$ cat src/rtl/seq_muldiv.sv
// Multi-cycle multiply/divide unit beside the combinational ALU: shift-add multiplier
// and restoring divider on operand magnitudes, with a final sign-fix cycle.
package seq_muldiv_pkg;
    typedef enum logic [3:0] {
        ALU_ADD  = 4'd0,
        ALU_SUB  = 4'd1,
        ALU_AND  = 4'd2,
        ALU_OR   = 4'd3,
        ALU_XOR  = 4'd4,
        ALU_SLT  = 4'd5,
        ALU_SLTU = 4'd6,
        ALU_SLL  = 4'd7,
        ALU_SRL  = 4'd8,
        ALU_SRA  = 4'd9,
        ALU_MUL  = 4'd10,
        ALU_DIV  = 4'd11,
        ALU_MOD  = 4'd12
    } e_alu_op;
endpackage

module seq_muldiv
    import seq_muldiv_pkg::*;
#(
    parameter int WORD = 8
) (
    input  logic            clk,
    input  logic            rst_n,
    input  logic            in_valid,
    output logic            in_ready,
    input  e_alu_op         op,
    input  logic            sign,
    input  logic [WORD-1:0] a,
    input  logic [WORD-1:0] b,
    output logic            out_valid,
    input  logic            out_ready,
    output logic [WORD-1:0] r,
    output logic [WORD-1:0] r_high,
    output logic            div_zero,
    output logic            overflow,
    output logic            illegal
);

    localparam int CW = $clog2(WORD) + 1;
    localparam logic [CW-1:0]   LAST_ITER = CW'(WORD - 1);
    localparam logic [WORD-1:0] MIN_NEG   = {1'b1, {(WORD-1){1'b0}}};

    typedef enum logic [1:0] {
        S_IDLE,
        S_CALC,
        S_FIX,
        S_DONE
    } e_state;

    e_state state_q, state_d;

    e_alu_op         op_q, op_d;
    logic            sign_q, sign_d;
    logic            neg_quot_q, neg_quot_d;
    logic            neg_rem_q, neg_rem_d;
    logic            b_zero_q, b_zero_d;
    logic            div_ovf_q, div_ovf_d;
    logic [WORD-1:0] a_orig_q, a_orig_d;
    logic [WORD-1:0] m_q, m_d;
    logic [WORD-1:0] hi_q, hi_d;
    logic [WORD-1:0] lo_q, lo_d;
    logic [CW-1:0]   cnt_q, cnt_d;
    logic [WORD-1:0] r_q, r_d;
    logic [WORD-1:0] r_high_q, r_high_d;
    logic            div_zero_q, div_zero_d;
    logic            overflow_q, overflow_d;
    logic            illegal_q, illegal_d;

    logic            op_legal;
    logic [WORD-1:0] a_abs, b_abs;
    logic [WORD:0]   mul_sum;
    logic [WORD:0]   rem_sh, rem_diff;
    logic [2*WORD-1:0] prod, prod_s;
    logic [WORD-1:0] quot_s, rem_s;
    logic            mul_ovf;

    assign op_legal = (op == ALU_MUL) || (op == ALU_DIV) || (op == ALU_MOD);

    // Magnitudes: the most negative value maps to 2^(WORD-1), still fits unsigned.
    assign a_abs = (sign && a[WORD-1]) ? -a : a;
    assign b_abs = (sign && b[WORD-1]) ? -b : b;

    assign mul_sum  = {1'b0, hi_q} + (lo_q[0] ? {1'b0, m_q} : '0);
    assign rem_sh   = {hi_q, lo_q[WORD-1]};
    assign rem_diff = rem_sh - {1'b0, m_q};

    assign prod    = {hi_q, lo_q};
    assign prod_s  = neg_quot_q ? -prod : prod;
    assign quot_s  = neg_quot_q ? -lo_q : lo_q;
    assign rem_s   = neg_rem_q ? -hi_q : hi_q;
    assign mul_ovf = sign_q ? (prod_s[2*WORD-1:WORD] != {WORD{prod_s[WORD-1]}})
                            : (prod_s[2*WORD-1:WORD] != '0);

    always_ff @(posedge clk or negedge rst_n) begin
        if (!rst_n) begin
            state_q <= S_IDLE;
        end else begin
            state_q <= state_d;
        end
    end

    always_comb begin
        state_d = state_q;
        case (state_q)
            S_IDLE: if (in_valid) state_d = op_legal ? S_CALC : S_FIX;
            S_CALC: if (cnt_q == LAST_ITER) state_d = S_FIX;
            S_FIX:  state_d = S_DONE;
            S_DONE: if (out_ready) state_d = S_IDLE;
            default: state_d = S_IDLE;
        endcase
    end

    always_comb begin
        in_ready  = (state_q == S_IDLE);
        out_valid = (state_q == S_DONE);
    end

    always_comb begin
        op_d       = op_q;
        sign_d     = sign_q;
        neg_quot_d = neg_quot_q;
        neg_rem_d  = neg_rem_q;
        b_zero_d   = b_zero_q;
        div_ovf_d  = div_ovf_q;
        a_orig_d   = a_orig_q;
        m_d        = m_q;
        hi_d       = hi_q;
        lo_d       = lo_q;
        cnt_d      = cnt_q;
        r_d        = r_q;
        r_high_d   = r_high_q;
        div_zero_d = div_zero_q;
        overflow_d = overflow_q;
        illegal_d  = illegal_q;
        case (state_q)
            S_IDLE: begin
                if (in_valid) begin
                    op_d       = op;
                    sign_d     = sign;
                    neg_quot_d = sign & (a[WORD-1] ^ b[WORD-1]);
                    neg_rem_d  = sign & a[WORD-1];
                    b_zero_d   = (b == '0);
                    div_ovf_d  = sign && (a == MIN_NEG) && (b == '1);
                    a_orig_d   = a;
                    hi_d       = '0;
                    cnt_d      = '0;
                    // Multiplier sits in lo and shifts out; dividend sits in lo and shifts into rem.
                    if (op == ALU_MUL) begin
                        m_d  = a_abs;
                        lo_d = b_abs;
                    end else begin
                        m_d  = b_abs;
                        lo_d = a_abs;
                    end
                end
            end
            S_CALC: begin
                cnt_d = cnt_q + 1'b1;
                if (op_q == ALU_MUL) begin
                    hi_d = mul_sum[WORD:1];
                    lo_d = {mul_sum[0], lo_q[WORD-1:1]};
                end else if (!rem_diff[WORD]) begin
                    hi_d = rem_diff[WORD-1:0];
                    lo_d = {lo_q[WORD-2:0], 1'b1};
                end else begin
                    hi_d = rem_sh[WORD-1:0];
                    lo_d = {lo_q[WORD-2:0], 1'b0};
                end
            end
            S_FIX: begin
                div_zero_d = 1'b0;
                overflow_d = 1'b0;
                illegal_d  = 1'b0;
                case (op_q)
                    ALU_MUL: begin
                        r_d        = prod_s[WORD-1:0];
                        r_high_d   = prod_s[2*WORD-1:WORD];
                        overflow_d = mul_ovf;
                    end
                    ALU_DIV, ALU_MOD: begin
                        if (b_zero_q) begin
                            r_d        = (op_q == ALU_DIV) ? '1 : a_orig_q;
                            r_high_d   = (op_q == ALU_DIV) ? a_orig_q : '1;
                            div_zero_d = 1'b1;
                        end else begin
                            r_d        = (op_q == ALU_DIV) ? quot_s : rem_s;
                            r_high_d   = (op_q == ALU_DIV) ? rem_s : quot_s;
                            overflow_d = div_ovf_q;
                        end
                    end
                    default: begin
                        r_d       = '0;
                        r_high_d  = '0;
                        illegal_d = 1'b1;
                    end
                endcase
            end
            default: ;
        endcase
    end

    always_ff @(posedge clk or negedge rst_n) begin
        if (!rst_n) begin
            op_q       <= ALU_ADD;
            sign_q     <= 1'b0;
            neg_quot_q <= 1'b0;
            neg_rem_q  <= 1'b0;
            b_zero_q   <= 1'b0;
            div_ovf_q  <= 1'b0;
            a_orig_q   <= '0;
            m_q        <= '0;
            hi_q       <= '0;
            lo_q       <= '0;
            cnt_q      <= '0;
            r_q        <= '0;
            r_high_q   <= '0;
            div_zero_q <= 1'b0;
            overflow_q <= 1'b0;
            illegal_q  <= 1'b0;
        end else begin
            op_q       <= op_d;
            sign_q     <= sign_d;
            neg_quot_q <= neg_quot_d;
            neg_rem_q  <= neg_rem_d;
            b_zero_q   <= b_zero_d;
            div_ovf_q  <= div_ovf_d;
            a_orig_q   <= a_orig_d;
            m_q        <= m_d;
            hi_q       <= hi_d;
            lo_q       <= lo_d;
            cnt_q      <= cnt_d;
            r_q        <= r_d;
            r_high_q   <= r_high_d;
            div_zero_q <= div_zero_d;
            overflow_q <= overflow_d;
            illegal_q  <= illegal_d;
        end
    end

    assign r        = r_q;
    assign r_high   = r_high_q;
    assign div_zero = div_zero_q;
    assign overflow = overflow_q;
    assign illegal  = illegal_q;

endmodule

$ cat config.mk
export PLATFORM = sky130hd
export DESIGN_NAME = seq_muldiv
export DESIGN_NICKNAME = d
export VERILOG_FILES = /design/src/rtl/seq_muldiv.sv
export SDC_FILE = /design/constraint.sdc
export NUM_CORES = 1
export LEC_CHECK = 0
export ABC_AREA = 1
export CAP_MARGIN = 0
export CORE_ASPECT_RATIO = 1.2
export CORE_MARGIN = 4
export CORE_UTILIZATION = 45
export CTS_BUF_LIST = sky130_fd_sc_hd__clkbuf_4 sky130_fd_sc_hd__clkbuf_8 sky130_fd_sc_hd__clkbuf_16
export DETAILED_ROUTE_END_ITERATION = 10
export RECOVER_POWER = 25
export SLEW_MARGIN = 20
export SYNTH_ARGS = -nofsm -noshare
export SYNTH_HDL_FRONTEND = slang
export SYNTH_SLANG_ARGS = --single-unit
$ cat constraint.sdc
create_clock -name clk -period 3 [get_ports clk]
set_input_delay 0.6 -clock clk [delete_from_list [all_inputs] [get_ports clk]]
set_output_delay 0.6 -clock clk [all_outputs]
set_load 0.01 [all_outputs]
==> results.md <==
* Via count at 5308
* Non-filler cells, final at 969
* Inserted Diodes at 0
* Setup Buffers After CTS at 0
* Post-synthesis cell count at 768
* Syn_nets at 821
* Final period util at 0.7858
* Yosys reg bits at 66
* Final setup viols at 0
* CTS tree: done
* H-tree levels at 3
* Max-slew violation count at 0
* Async S/R FF share, synth at 1.000
* Post-Route WL at 16180 µm
* Core area at 11570 µm²
* Final GP Congestion at 0.9165
* Synth area leader: dfrtp_1
* Largest net degree at the start of global routing at 34
* Worst-path maximum fanout at 7
* Row Count at 43
* Hold EP: r_high[7]
* Initial Util at 0.4599
* Hold Path Origin: r_high[7]
* # resized after CTS at 0
* Crit path time final at 2357 ps
* Routed len/inst at 16.70 µm
* I/O Buffers at 45
* Outcome: complete, no violations
* Worst hold path type: reg -> reg
* Worst skew pair latency at 340 ps
* Setup TNS at 0 ps
* Worst Tran Pin Value at 1443 ps
* TritonCTS Buffers at 9
* DR DRC count at 0
* DR iter-0 viols at 377
* Top cell type's share of synthesized area at 0.3104
* Hold buffers post-CTS at 0
* Worst reg2reg path depth at 7
* Cell area after synthesis at 5320 µm²
* Reg2reg start: state_q[1]
* Endpoint type of the worst setup path: output port
* LEAKAGE at 0.002960 µW
* Grt total ovfl at 0
* Power Dens Cells at 1094 nW/µm²
* Die W at 107.3 µm
* Total Power at 6800 µW
* CTS Root Buffer Type: clkbuf_16
* Crit path kind: reg -> out
* First-pass GRT wire length at 26500 µm
* Prevailing post-synth register cell: dfrtp_1
* Via/cell ratio at 5.478
* Vias in the first global route at 5203
* Unique masters post-synth at 46
* Initial DRT Pass Iterations at 6
* Seq/Total Area, Yosys at 0.3104
* DP Cell Count at 953
* Clock skew at 4.478 ps
* Relative slew margins at 0.03778
* R2r endpoint: lo_q[0]
* Routed Antenna Nets at 0
* Worst Setup SP: state_q[1]
* DP HPWL at 12600 µm
* Gr usage total at 0.2473
* Max cap viols at 0
* Worst hold stages at 2
* Worst VDD drop at 0.4030 mV
* CP arrival at 1760 ps
* Hold Vio Cnt, Final at 0
* Post-synth EDFFs at 0
* Die Y at 127.1 µm
* Nature of the critical path startpoint: flop
* Area growth from synthesis to layout at 16.79%
* Initial antenna violation count at 0
* CTS clk-pin slew, worst paths at 60 ps
* Ports at 46
* Synthesized area per cell at 6.927 µm²
* Req. time, crit path at 2400 ps
* Reg2Reg Setup Slack at 680 ps
* RSZ-0062 raised after global routing: no
* Final net count at 860
* Achievable frequency at 424.2 MHz
* CTS Sinks at 66
* Top post-synthesis cells by area: dfrtp_1 31%, nand2_1 14%, ha_1 6.1%
* Share of cells above drive strength 1 at 0.08744
* Ys Warns at 0
* Die Area at 13630 µm²
* Clk buf depth at 2
[metal layers]
metal | vias to the layer above | global-route usage | share of wire
li1 | 2637 | - | -
met1 | 2464 | 0.3129 | 0.42
met2 | 168 | 0.4129 | 0.49
met3 | 39 | 0.02628 | 0.043
met4 | 0 | 0.1332 | 0.046
met5 | - | 0 | 0
[placed cells by master, fill, tap and decap left out, drive strengths merged, types with 2 or more instances in the layout]
cell           count
nand3             53
o21ai             74
a21oi             57
o311ai            15
and3               2
a31oi              6
fa                 2
nand2            202
a21boi             2
nor2              74
inv               88
clkinv             5
nor3               5
dfrtp             66
clkbuf            13
xor2              25
xnor2              3
clkdlybuf4s50     44
buf               13
nand4              6
o22ai              9
o211ai            10
o41ai              2
ha                26
o31ai              2
[cells by family (layout without fill, tap and decap cells)]
| kind of cell | Yosys count | count (layout) | synth area share |
|---|---|---|---|
| compound gates | 182 | 182 | 0.2058 |
| fa+ha+maj | 28 | 28 | 0.06867 |
| flops | 66 | 66 | 0.3104 |
| simple gates | 343 | 343 | 0.2752 |
| buf+inv | 121 | 165 | 0.09243 |
| xor+xnor | 28 | 28 | 0.04751 |
[worst max path at each step]
stage / endpoint / slack, ps / depth (start not counted)
final: in_ready / 640 / 3
after global placement: lo_q[6] / 700 / 7
after floorplan: hi_q[5] / 850 / 16
after global routing: a_orig_q[3] / 240 / 2
after CTS: in_ready / 620 / 3
after detailed placement: lo_q[6] / 650 / 11
[through the flow]
stage / setup slack [ps] / cell area [µm²] / utilization / hold slack [ps]
after global routing: 244.5 / 6213 / 0.5372 / 507.1
after floorplan: 851.5 / 5320 / - / 304.4
after global placement: 699.3 / 5913 / 0.5112 / 464.2
after detailed placement: 650.4 / 5913 / 0.5112 / 473.4
final: 642.7 / 6213 / 0.5372 / 479.3
after CTS: 616.2 / 6218 / 0.5376 / 290.4
[synth_stat cells (2+ instances only)]
cell type and n:
nand3_2 7, nor2_1 70, nand3_1 46, inv_1 73, dfrtp_1 66, xnor2_1 3, o21ai_1 17, o22ai_1 9
nor2_4 3, a21oi_1 57, nor3_1 5, o41ai_1 2, o31ai_1 2, o21ai_0 54, o211ai_1 7, nand2_1 198
and3_1 2, clkbuf_1 14, nand2_2 3, o211ai_2 3, clkinv_1 2, a31oi_1 5, o21ai_2 2, inv_2 15
ha_1 26, xor2_1 24, nand4_1 5, buf_2 12, a21boi_0 2, o311ai_1 14, buf_4 4, fa_1 2
[area by class of cell]
cell class	count	area, µm²
repair buffers	59	545.5
clock inverters	5	52.55
well taps	157	196.4
clock buffers	11	252.7
flip-flops and latches	66	1652
inverters	90	337.8
multi-input cells	581	3177
fillers	1173	5354
[power breakdown]
group / internal (µW) / total (µW) / switching [µW]
registers: 1280 / 1670 / 384
clock network: 684 / 1100 / 411
logic: 1500 / 4040 / 2540
total: 3460 / 6800 / 3340
[sequential cells by signal, indices dropped and copies added (netlist names), 4 cells and up]
| signal | cells |
|---|---|
| hi_q | 8 |
| op_q | 4 |
| m_q | 8 |
| cnt_q | 4 |
| r | 8 |
| r_high | 8 |
| a_orig_q | 8 |
| lo_q | 8 |
[critical path, cell delays in order, from the launching register on]
cell and delay, ps:
dfrtp_1 400, inv_1 120, ha_1 310, clkdlybuf4s50_1 590
Note: power is estimated with default switching activity, not from simulation.
